## src/rtl/program_sequencer.sv

```systemverilog
// Program counter with absolute/conditional/relative branching, stall and an optional
// return-address stack for CALL/RET, enabled by defining PROGRAM_SEQUENCER_STACK_EN.
module program_sequencer #(
   parameter int                ADDR_W      = 6,
   parameter int                STACK_DEPTH = 4,
   parameter logic [ADDR_W-1:0] RESET_ADDR  = {ADDR_W{1'b0}}
) (
   input  logic                             clk,
   input  logic                             rst_n,
   input  logic                             en,
   input  logic [2:0]                       op,
   input  logic [ADDR_W-1:0]                target,
   input  logic                             cond,
   input  logic                             clr_err,
   output logic [ADDR_W-1:0]                pc,
   output logic [$clog2(STACK_DEPTH+1)-1:0] depth,
   output logic                             stk_ovf,
   output logic                             stk_unf
);

   localparam int DEPTH_W = $clog2(STACK_DEPTH + 1);

   localparam logic [2:0] OP_NEXT = 3'b000;
   localparam logic [2:0] OP_JUMP = 3'b001;
   localparam logic [2:0] OP_BR   = 3'b010;
   localparam logic [2:0] OP_BREL = 3'b011;
   localparam logic [2:0] OP_CALL = 3'b100;
   localparam logic [2:0] OP_RET  = 3'b101;

   logic [ADDR_W-1:0] pc_r;
   logic [ADDR_W-1:0] pc_nxt_s;
   logic [ADDR_W-1:0] pc_inc_s;

   assign pc_inc_s = pc_r + ADDR_W'(1'b1);

`ifdef PROGRAM_SEQUENCER_STACK_EN
   localparam int                 IDX_W = (STACK_DEPTH > 1) ? $clog2(STACK_DEPTH) : 1;
   localparam logic [DEPTH_W-1:0] FULL  = DEPTH_W'(STACK_DEPTH);

   logic [ADDR_W-1:0]  stack_r [STACK_DEPTH];
   logic [DEPTH_W-1:0] depth_r;
   logic [DEPTH_W-1:0] top_ptr_s;
   logic [ADDR_W-1:0]  top_s;
   logic               push_s;
   logic               pop_s;
   logic               ovf_set_s;
   logic               unf_set_s;
   logic               ovf_r;
   logic               unf_r;

   // top_s is garbage when the stack is empty; RET then takes the underflow path instead
   assign top_ptr_s = depth_r - DEPTH_W'(1'b1);
   assign top_s     = stack_r[top_ptr_s[IDX_W-1:0]];
`endif

   // next-PC selection and stack push/pop/error decode
   always_comb begin
      pc_nxt_s  = pc_r;
`ifdef PROGRAM_SEQUENCER_STACK_EN
      push_s    = 1'b0;
      pop_s     = 1'b0;
      ovf_set_s = 1'b0;
      unf_set_s = 1'b0;
`endif
      if (en) begin
         case (op)
            OP_NEXT: pc_nxt_s = pc_inc_s;
            OP_JUMP: pc_nxt_s = target;
            OP_BR:   pc_nxt_s = cond ? target : pc_inc_s;
            OP_BREL: pc_nxt_s = cond ? (pc_r + target) : pc_inc_s;
`ifdef PROGRAM_SEQUENCER_STACK_EN
            OP_CALL: begin
               pc_nxt_s = target;
               if (depth_r == FULL) begin
                  ovf_set_s = 1'b1;
               end else begin
                  push_s = 1'b1;
               end
            end
            OP_RET: begin
               if (depth_r == {DEPTH_W{1'b0}}) begin
                  pc_nxt_s  = pc_inc_s;
                  unf_set_s = 1'b1;
               end else begin
                  pc_nxt_s = top_s;
                  pop_s    = 1'b1;
               end
            end
`else
            OP_CALL: pc_nxt_s = target;
            OP_RET:  pc_nxt_s = pc_inc_s;
`endif
            default: pc_nxt_s = pc_inc_s;
         endcase
      end else begin
         pc_nxt_s = pc_r;
      end
   end

   // program counter register
   always_ff @(posedge clk or negedge rst_n) begin
      if (!rst_n) begin
         pc_r <= RESET_ADDR;
      end else begin
         pc_r <= pc_nxt_s;
      end
   end

`ifdef PROGRAM_SEQUENCER_STACK_EN
   // return-address storage and occupancy
   always_ff @(posedge clk or negedge rst_n) begin
      if (!rst_n) begin
         depth_r <= {DEPTH_W{1'b0}};
         for (int i = 0; i < STACK_DEPTH; i++) begin
            stack_r[i] <= {ADDR_W{1'b0}};
         end
      end else if (push_s) begin
         stack_r[depth_r[IDX_W-1:0]] <= pc_inc_s;
         depth_r                     <= depth_r + DEPTH_W'(1'b1);
      end else if (pop_s) begin
         depth_r <= depth_r - DEPTH_W'(1'b1);
      end
   end

   // sticky error flags; a new error in the same cycle beats clr_err
   always_ff @(posedge clk or negedge rst_n) begin
      if (!rst_n) begin
         ovf_r <= 1'b0;
         unf_r <= 1'b0;
      end else begin
         if (ovf_set_s) begin
            ovf_r <= 1'b1;
         end else if (clr_err) begin
            ovf_r <= 1'b0;
         end
         if (unf_set_s) begin
            unf_r <= 1'b1;
         end else if (clr_err) begin
            unf_r <= 1'b0;
         end
      end
   end

   assign depth   = depth_r;
   assign stk_ovf = ovf_r;
   assign stk_unf = unf_r;
`else
   logic unused_clr_err_s;

   assign unused_clr_err_s = clr_err;
   assign depth            = {DEPTH_W{1'b0}};
   assign stk_ovf          = 1'b0;
   assign stk_unf          = 1'b0;
`endif

   assign pc = pc_r;

endmodule

```

## config.mk

```make
export PLATFORM = sky130hd
export DESIGN_NAME = program_sequencer
export DESIGN_NICKNAME = d
export VERILOG_FILES = /design/src/rtl/program_sequencer.sv
export SDC_FILE = /design/constraint.sdc
export NUM_CORES = 1
export LEC_CHECK = 0
export CORE_MARGIN = 3
export CORE_UTILIZATION = 46
export DETAILED_ROUTE_END_ITERATION = 8
export PLACE_DENSITY = 0.78
export REMOVE_ABC_BUFFERS = 1
export SYNTH_ARGS = -nofsm -noshare
export SYNTH_HDL_FRONTEND = slang
export SYNTH_SLANG_ARGS = --single-unit
```

## constraint.sdc

```tcl
create_clock -name clk -period 2.7 [get_ports clk]
set_input_delay 0.27 -clock clk [delete_from_list [all_inputs] [get_ports clk]]
set_output_delay 0.27 -clock clk [all_outputs]
set_load 0.01 [all_outputs]
```

==> metrics, run 1 <==
outcome=completed; Register Area=150.1 um2; Initial Util=0.5151; global-route wire length before repair=between 3 and 4 mm; fin cells=130; clock sinks=6; worst vdd ir=between 0.3 and 0.4 mV; post-route ant nets=0; Clock power frac=0.145; synthesized flop and latch total=6; root buffer cell=clkbuf_4; sequential share of the synthesized area=0.1849; fill count=143; Slew Limit Fails=0; Via Count=793; Mapped Cells=98; core area=1577 um2; setup violators final=0; # DRC=0; Netlist cell types=45; share of cells above drive strength 1=0.06140; wire per inst=15.23 um; initial antenna violation count=0; Synth Flop Type=dfrtp_1; number of flip-flops under the largest register name=6; startpoint types=primary input; Sw Share=0.3992; final-report hold violation count=0; Inst Count DP=127; post-synth top area cell=dfrtp_1; Clock Latency Late Sink=0.24 ns; CTS Buffer Depth=2; Setup crit end kind=flop; Synth async-reset ratio=1.000; drt pass-1 iters=4; Yosys warning count=0; GRT Overall Usage=0.1891; synthesized cell area=812.0 um2; RSZ-0062 raised after global routing=false; dpl cell area=~960 um2; clock slew at reported path FFs=around 0.05 ns; Hold/Removal Path Class=primary input to asynchronous set/reset pin; Power Internal=345.9 uW; largest net degree at the start of global routing=14; commonest cells in the netlist=buf_4 (7), o21ai_0 (7); postcts setup bufs=0; Die Wd=48.02 um; die height=48.02 um; Combinational Power Share=0.575; area of the multi-input gates=585.6 um2; Tmin final=2.249 ns; GPL Wtd Cong=roughly 0.86; CTS Hold Bufs=0; CTS Buf Count=3; top post-synthesis cells by area=dfrtp_1 (18%), ha_1 (9.2%), buf_4 (6.5%), o21ai_0 (4.3%), a21oi_1 (3.7%); Routed WL=1.980 mm; reg-to-reg slack, setup=0.54 ns; DRT iter0 DRCs=20; io pins=25; Rows=14; accumulated negative setup slack=0 ns; Seq pwr share=0.280; Setup Skew=between 0.0006 and 0.0007 ns; area delta synth->final=20.80%; pwr dens=586.8 nW/um2; Post-CTS Resized=0; CP required=roughly 2.8 ns; Vias/cell=6.100; period utilisation layout=0.8329; Placement Setup Slack=0.2282 ns; Post-synth EDFFs=0; ANT cells=0; Final nets=between 100 and 150; top-area cell type share of the netlist area=0.1849; CTS tree=done; Final WS setup=~0.45 ns; PortBufs=18; Psw=229.8 uW; global route overflow=0; Arr. time, crit path=about 2.4 ns; CP max FO=4; htree depth=1; vias in the first global route=703; leakage=roughly 0.00043 uW; Syn Area/Cell=about 8.3 um2; Finished Cell Area=between 900 and 1000 um2; WS Path Type=primary input to flop; post-DP HPWL=1.517 mm; max cap viols=0; die area=2305 um2; Max Fclk=between 0.4 and 0.5 GHz; worst hold margin=0.2740 ns
[layout make-up]
type	count	share of cell area
Multi-Input combinational cell	81	0.5969
Timing Repair Buffer	18	0.1837
Clock buffer	3	0.02296
Inverter	6	0.02296
Tap cell	16	0.02041
Sequential cell	6	0.1531
[power groups by stage]
stage	logic, uW	clock network [uW]	registers, uW
after floorplan	195	0	164
after global placement	321	0	160
after detailed placement	329	0	161
after CTS	332	84.0	160
after global routing	365	86.5	168
final	331	83.6	161
[cells by family (layout without fill, tap and decap cells)]
family,Yosys count,in the layout,share of synthesized area
compound gates,35,35,0.3035
xor+xnor,6,6,0.06473
fa+ha+maj,7,7,0.1171
buf+inv,15,27,0.1125
flops,6,6,0.1849
mux,3,3,0.03698
other cells,1,5,0.004618
simple gates,25,25,0.1756
[critical path, stage by stage]
cell,delay (ns)
clkdlybuf4s50_1,0.47
ha_1,0.29
fa_1,0.42
a21o_1,0.20
a21oi_1,0.17
xor2_1,0.17
nor2_1,0.05
o32a_1,0.33
[final timing paths]
kind	from	endpoint	depth (start not counted)
worst max register to register	pc[0]	pc[4]	7
worst min-delay path	rst_n	pc[0]	1
max in group asynchronous	rst_n	pc[4]	1
worst min register to register	pc[2]	pc[2]	1
worst max-delay path	target[0]	pc[4]	8
min in group clk	pc[2]	pc[2]	1
[routing by layer]
| metal | vias up | GRT usage | wire length [um] |
|---|---|---|---|
| met5 | - | 0 | 0 |
| met4 | 0 | 0.06989 | 17 |
| met3 | 3 | 0.02256 | 144 |
| met2 | 32 | 0.2823 | 910 |
| met1 | 372 | 0.2749 | 909 |
| li1 | 386 | - | - |
[stage by stage]
stage | total power, uW | utilization
2_1_floorplan | 359.7 | -
3_3_place_gp | 481.3 | 0.6079
6_report | 575.6 | 0.6222
5_1_grt | 619.3 | 0.6222
3_5_place_dp | 490.4 | 0.6079
4_1_cts | 575.5 | 0.6222
[cells in the final DEF (no fill, tap or decap), drive strengths merged, types with 3 or more instances in the layout]
cell type	Yosys	routed
nand2	7	7
mux2i	3	3
a21oi	6	6
o21ai	8	8
clkdlybuf4s50	0	18
inv	5	5
nand3	3	3
xnor2	3	3
ha	6	6
nor2	4	4
conb	1	5
clkbuf	0	3
dfrtp	6	6
xor2	3	3
Note: power is estimated with default switching activity, not from simulation.
==> run 2, diff against run 1 <==
--- a/config.mk
+++ b/config.mk
@@ -6,9 +6,9 @@
 export NUM_CORES = 1
 export LEC_CHECK = 0
 export CORE_MARGIN = 3
-export CORE_UTILIZATION = 46
+export CORE_UTILIZATION = 41
 export DETAILED_ROUTE_END_ITERATION = 8
-export PLACE_DENSITY = 0.78
+export PLACE_DENSITY = 0.73
 export REMOVE_ABC_BUFFERS = 1
 export SYNTH_ARGS = -nofsm -noshare
 export SYNTH_HDL_FRONTEND = slang
==> constraint.sdc (replaced) <==
create_clock -name clk -period 1.93 [get_ports clk]
set_input_delay 0.193 -clock clk [delete_from_list [all_inputs] [get_ports clk]]
set_output_delay 0.193 -clock clk [all_outputs]
set_load 0.01 [all_outputs]
==> run 2 against run 1 <==
Effect of this change: wire length rose by 11%; largest cell class unchanged; critical path depth is 1 lower; hold slack lost 0.086 ns; sequential power rose by 23%; die area increased by 11%; critical endpoint unchanged; non-clock buffer count grew 19; global-route usage down 0.32 points; register-to-register slack worse by 0.48 ns; clock power increased by 51%.
==> metrics, run 2 (synthesis results as in run 1) <==
outcome=completed; PortBufs=18; root buffer cell=clkbuf_4; CTS tree=done; WS Path Type=flop to flop; CP max stage delay=0.41 ns; CTS Buf Count=3; Final nets=approximately 160; final-report hold violation count=0; htree depth=1; initial antenna violation count=0; # DRC=0; Arr. time, crit path=between 2 and 2.5 ns; die area=~2600 um2; Slew Limit Fails=0; area delta synth->final=41.91%; max cap viols=0; Routed WL=2.195 mm; clock sinks=6; startpoint types=flop; dpl cell area=approximately 1100 um2; DRT iter0 DRCs=28; post-route ant nets=0; vias in the first global route=818; Setup Skew=0.003449 ns; slowest CP cell=dfrtp_1; Die Wd=between 50 and 60 um; Util after Layout=0.6396; Vias/cell=~5.5; most frequent cells in the layout=buf_4 (19), clkdlybuf4s50_1 (17), o21ai_0 (7); CTS Hold Bufs=0; Via Count=865; worst vdd ir=0.5067 mV; die height=50.51 um; global route overflow=0; core area=~1800 um2; share of cells above drive strength 1=0.2180; setup violators final=0; Initial Util=0.4507; Tmin final=1.869 ns; CP required=2.07 ns; CP max FO=2; drt pass-1 iters=4; RSZ-0062 raised after global routing=true; Rows=15; post-DP HPWL=between 1.5 and 2 mm; wire per inst=13.89 um; io pins=25; Finished Cell Area=~1200 um2; GPL Wtd Cong=0.9033; number of flip-flops under the largest register name=6; largest net degree at the start of global routing=14; ANT cells=0; GRT Overall Usage=0.1859; commonest non-fill, non-tap cell in the layout=buf_4; accumulated negative setup slack=0 ns; Final WS setup=0.06066 ns; Hold/Removal Path Class=primary input to asynchronous set/reset pin; leakage=around 0.00052 uW; period utilisation layout=0.9686; Placement Setup Slack=-0.3426 ns; global-route wire length before repair=between 3 and 4 mm; Clock Latency Late Sink=0.26 ns; pwr dens=793.2 nW/um2; Inst Count DP=154; Setup crit end kind=flop; clock slew at reported path FFs=0.05 ns; CP Cell Sequence=ha_4, fa_2, a21o_1, a21oi_2, xor2_1, nor2_1, o32a_1; fin cells=158; CTS Buffer Depth=2; Max Fclk=0.5349 GHz
==> run 2: layout make-up <==
type / instances / area [um2]
Timing Repair Buffer: 37 / 321.6
Fill cell: 157 / 649.4
Sequential cell: 6 / 150.1
Inverter: 6 / 22.52
Clock buffer: 3 / 22.52
Tap cell: 25 / 31.28
Multi-Input combinational cell: 81 / 604.3
==> run 2: worst max-delay path: cells and delay by family, from the launching register on <==
family	cells	cell delay [ns]
DFF	1	0.41
AOI/OAI and AO/OA	3	0.61
xor gates and xnor gates	1	0.14
and+or+nand+nor	1	0.06
adders and majority gates	2	0.53
==> run 2: repair_timing <==
item	in CTS	in global routing
pin swaps	0	7
setup endpoints to repair	1	1
setup buffers	0	1
gates resized for setup	4	1
gates cloned	0	0
==> run 2: worst paths after layout <==
| path | start | endpoint | slack, ns | cells past startpoint |
|---|---|---|---|---|
| worst max-delay path | pc[0] | pc[4] | 0.06 | 7 |
| worst min-delay path | rst_n | pc[5] | 0.19 | 1 |
| worst max register to register | pc[0] | pc[4] | 0.06 | 7 |
| worst min register to register | pc[5] | pc[5] | 0.63 | 1 |
| max in group asynchronous | rst_n | pc[2] | 1.51 | 1 |
| min in group clk | target[0] | pc[0] | 0.62 | 5 |
==> run 2: layer usage <==
metal | wire length, um | vias to the layer above | part of all wire | global-route usage
met5 | 0 | - | 0 | 0
met3 | 103 | 6 | 0.047 | 0.03264
li1 | - | 424 | - | -
met4 | 44 | 0 | 0.020 | 0.1121
met1 | 971 | 402 | 0.44 | 0.2234
met2 | 1075 | 33 | 0.49 | 0.3065
==> run 2: stage by stage <==
step	hold slack (ns)	power, uW
final	0.1883	914.1
after global routing	0.1958	977.8
after CTS	0.1895	909.7
after detailed placement	0.4663	766.5
after global placement	0.4768	750.8
after floorplan	-0.1026	503.2
==> run 2: report_power, final <==
group	total (uW)	internal, uW	leakage [uW]	switching, uW
logic	590	324	0.000439	266
clock network	126	71.0	0.0000138	55.2
registers	198	163	0.0000697	35.1
total	914	558	0.000523	356
==> run 3, diff against run 2 <==
--- a/config.mk
+++ b/config.mk
@@ -6,9 +6,10 @@
 export NUM_CORES = 1
 export LEC_CHECK = 0
 export CORE_MARGIN = 3
-export CORE_UTILIZATION = 41
+export CORE_UTILIZATION = 43
+export CTS_BUF_LIST = sky130_fd_sc_hd__clkbuf_2 sky130_fd_sc_hd__clkbuf_4 sky130_fd_sc_hd__clkbuf_8
 export DETAILED_ROUTE_END_ITERATION = 8
-export PLACE_DENSITY = 0.73
+export PLACE_DENSITY = 0.76
 export REMOVE_ABC_BUFFERS = 1
 export SYNTH_ARGS = -nofsm -noshare
 export SYNTH_HDL_FRONTEND = slang
==> run 3 against run 2 <==
Effect of this change: fmax is 2.0% lower; count of clock-buffer cells in the layout did not move; register-to-register slack lost 0.04 ns; critical path depth unchanged; total power is 1.4% lower; via count decreased by 5.4%; final cell count is 1.9% lower; sequential cell count unchanged; first-iteration DRC count down 46%; utilization rose by 0.70 points; wire length fell by 3.5%.
==> metrics, run 3 (synthesis results as in run 1) <==
Clock power frac=0.133; initial antenna violation count=0; CTS Buf Count=3; area delta synth->final=38.98%; Die Wd=49.46 um; Via Count=between 800 and 900; CTS tree=done; Placement Setup Slack=-0.3380 ns; GPL Wtd Cong=0.8797; clock sinks=6; wire per inst=approximately 14 um; Hold/Removal Path Class=primary input to asynchronous set/reset pin; Arr. time, crit path=2.03 ns; max cap viols=0; commonest non-fill, non-tap cell in the layout=clkdlybuf4s50_1; die height=49.46 um; Setup crit end kind=flop; startpoint types=flop; root buffer cell=clkbuf_4; Rows=15; die area=2446 um2; Final WS setup=0.02201 ns; Util after Layout=0.6466; period utilisation layout=0.9886; setup violators final=0; core area=between 1500 and 2000 um2; Routed WL=~2.1 mm; largest net degree at the start of global routing=14; CTS Buffer Depth=2; worst hold margin=0.2153 ns; Max Fclk=about 0.52 GHz; Setup Skew=0.0001820 ns; drt pass-1 iters=4; ANT cells=0; post-route ant nets=0; io pins=25; share of cells above drive strength 1=0.2077; Final nets=153; number of flip-flops under the largest register name=6; R2R cell count=7; htree depth=1; Clock Latency Late Sink=0.25 ns; # DRC=0; Combinational Power Share=0.649; Overall Power=900.8 uW; Tmin final=1.908 ns; Initial Util=0.4652; PortBufs=18; post-DP HPWL=1.651 mm; global-route wire length before repair=about 3.7 mm; CTS Hold Bufs=0; GRT Overall Usage=0.1940; worst vdd ir=between 0.5 and 0.6 mV; outcome=completed; global route overflow=0; vias in the first global route=between 800 and 900; Power Internal=551.7 uW; leakage=0.0005156 uW; pwr dens=798.2 nW/um2; Vias/cell=5.277; WS Path Type=flop to flop; Slew Limit Fails=0; RSZ-0062 raised after global routing=true; Sw Share=0.3876; Seq pwr share=0.218; final-report hold violation count=0; most frequent cells in the layout=clkdlybuf4s50_1 (17), buf_4 (16), o21ai_0 (7); CP max FO=2; CP required=a little over 2 ns; clock slew at reported path FFs=around 0.050 ns; Psw=roughly 350 uW; DRT iter0 DRCs=15
-- run 3: cell types whose count changed in the layout (fill, tap and decap cells not counted), sizes merged --
cell / change
buf: -3
dlygate4sd2: -1
dlymetal6s2s: +1
-- run 3: power groups by stage --
stage / Sequential (uW) / Combinational, uW / Clock (uW)
2_1_floorplan: 230 / 273 / 0
3_3_place_gp: 196 / 549 / 0
3_5_place_dp: 198 / 559 / 0
4_1_cts: 196 / 573 / 130
5_1_grt: 204 / 642 / 135
6_report: 197 / 584 / 120
-- run 3: path summary, 6_finish.rpt --
| path | startpoint | end | slack, ns |
|---|---|---|---|
| min | rst_n | pc[4] | 0.22 |
| max | pc[0] | pc[4] | 0.02 |
| max in group asynchronous | rst_n | pc[5] | 1.46 |
| min in group clk | target[0] | pc[0] | 0.47 |
| max reg2reg | pc[0] | pc[4] | 0.02 |
| min reg2reg | pc[2] | pc[2] | 0.64 |
-- run 3: per-stage QoR --
stage          TNS [ns]  std cells  area [um2]
4_1_cts               0        155        1121
3_5_place_dp    -0.5410        152        1090
5_1_grt        -0.06835        155        1129
6_report              0        155        1129
2_1_floorplan   -0.1114         93       758.2
3_3_place_gp    -0.4793        152        1090
-- run 3: repair_timing --
item / 4_1_cts / 5_1_grt
pin swaps: 1 / 4
endpoints found under the setup margin: 1 / 2
gates resized for setup: 3 / 2
setup buffers: 0 / 0
-- run 3: routing by layer --
metal  track usage  vias to the layer above  wire, um
li1              -                      418         -
met5             0                        -         0
met1        0.2453                      376       958
met4       0.06912                        0        23
met2        0.3393                       22      1050
met3       0.02115                        2        87
-- run 3: layout make-up --
type | instances | area [um2]
clock buffer | 3 | 22.52
multi-input combinational | 81 | 599.3
fill | 160 | 616.8
tap | 25 | 31.28
timing repair buffer | 34 | 302.8
inverter | 6 | 22.52
sequential | 6 | 150.1
-- run 3: critical path, cell delays in order (launching register included) --
cell and delay [ns]:
dfrtp_1 0.38, ha_2 0.19, fa_2 0.34, a21o_1 0.17, a21oi_2 0.14, xor2_1 0.17, nor2_1 0.06, o32a_1 0.34
==> RTL edit: new RTL, flow settings as in run 3 <==
Set the parameter `ADDR_W` to 5 (it was 6).
--- a/src/rtl/program_sequencer.sv
+++ b/src/rtl/program_sequencer.sv
@@ -3,3 +3,3 @@
 module program_sequencer #(
-   parameter int                ADDR_W      = 6,
+   parameter int                ADDR_W      = 5,
    parameter int                STACK_DEPTH = 4,
Ports: changed (resized pc and target); port bits go from 25 to 23. No check against the original RTL was run, so the function may have changed too.
==> RTL edit against run 3 <==
Fmax up 4.8%; power shrank 18%; design area decreased by 15%; sequential cell count shrank 1; synthesized area fell by 14%; hold slack got worse by 0.035 ns; routed wire length down 14%; worst setup slack better by 0.087 ns; critical path type is now input port to flop.
==> RTL edit: results <==
metrics = {
    "synth": {
        "synth.area.mux_share": 0.0303,
        "synth_top_cells_by_area": "dfrtp_1 (18%), ha_1 (8.9%), a21oi_1 (7.1%), buf_4 (6.4%), nand2b_1 (6.2%)",
        "yosysUniqueCellTypes": 38,
        "avgSynthCellArea_sq_um": 7.98,
        "ys_seq_area_frac": 0.178,
        "synth_compound_area_frac": 0.269,
        "yosys.area_share.adder": 0.118,
        "ys_top_cells_by_count": "a21oi_1 (10), nand2b_1 (7), nor2_1 (7)",
        "synth-xor-area-share": 0.0374,
    },
    "timing": {
        "whs_ns": 0.180,
        "layout_setup_ws_ns": 0.109,
        "skew_ns": 0.00637,
    },
    "worst_setup_path": {
        "arrival_ns": 1.99,
        "rr_endpoint": "pc[1]$_DFFE_PN0P_",
        "critPathMaxStageDelay_ns": 0.50,
        "cpMaxStageDelayCell": "clkdlybuf4s50_1",
        "critPathTopFamily": "buffers and inverters",
    },
    "grt": {
        "grt_pass1_vias": 709,
        "grt_util_met1": 0.257,
        "use_met3": 0.0742,
        "grt_max_degree": 13,
        "grt_pass1_wl_mm": 3.01,
        "grtUsageTotal": 0.197,
        "gr-usage-met2": 0.302,
    },
    "finish": {
        "largest_reg_flops": 5,
        "fillers": 120,
        "nets": 135,
        "seq_cell_count": 5,
        "nNonClkInverters": 5,
        "bufAreaShareNonClock": 0.267,
        "clock_area_frac": 0.0311,
        "clock_buffers": 4,
        "n_all_buffers": 29,
    },
    "power": {
        "p_leak_nw": 0.413,
        "power_mw": 0.738,
        "p_comb_mw": 0.420,
        "p_switching_mw": 0.287,
        "power_frac_clock": 0.183,
    },
    "place": {
        "port_buffers": 16,
        "dpl.hpwl_mm": 1.44,
        "pre_cts_ws_ns": -0.257,
        "gp_congestion": 0.891,
    },
    "clocking": {
        "h-tree-depth": 1,
    },
    "routing": {
        "route.met3.wl_microns": 132,
        "wl_per_cell_microns": 14.0,
        "drt_iter0_markers": 18,
        "viasPerCell": 5.58,
    },
    "outcome": {
        "status": "complete, no violations",
    },
}
RTL edit: worst reg2reg max path: stages (launching register included):
cell and delay, ns:
dfrtp_1 0.38, ha_2 0.19, inv_1 0.08, fa_2 0.43, nor4b_1 0.30, buf_4 0.17
a221oi_2 0.03, a21oi_1 0.13
RTL edit: timing repair:
| action | in CTS | in global routing |
|---|---|---|
| gates resized for setup | 1 | 3 |
| setup endpoints to repair | 1 | 2 |
| pin swaps | 0 | 0 |
RTL edit: worst max path at each step:
stage	endpoint	from
after floorplan	pc[4]$_DFFE_PN0P_	pc[0]$_DFFE_PN0P_
after global placement	pc[1]$_DFFE_PN0P_	target[0]
after detailed placement	pc[4]$_DFFE_PN0P_	target[0]
after CTS	pc[4]$_DFFE_PN0P_	target[0]
after global routing	pc[4]$_DFFE_PN0P_	target[0]
final	pc[4]$_DFFE_PN0P_	target[0]
RTL edit: per-stage QoR:
stage,cells,util
after global placement,126,0.649
after global routing,130,0.682
after detailed placement,126,0.649
final,130,0.682
after CTS,130,0.673
after floorplan,82,-
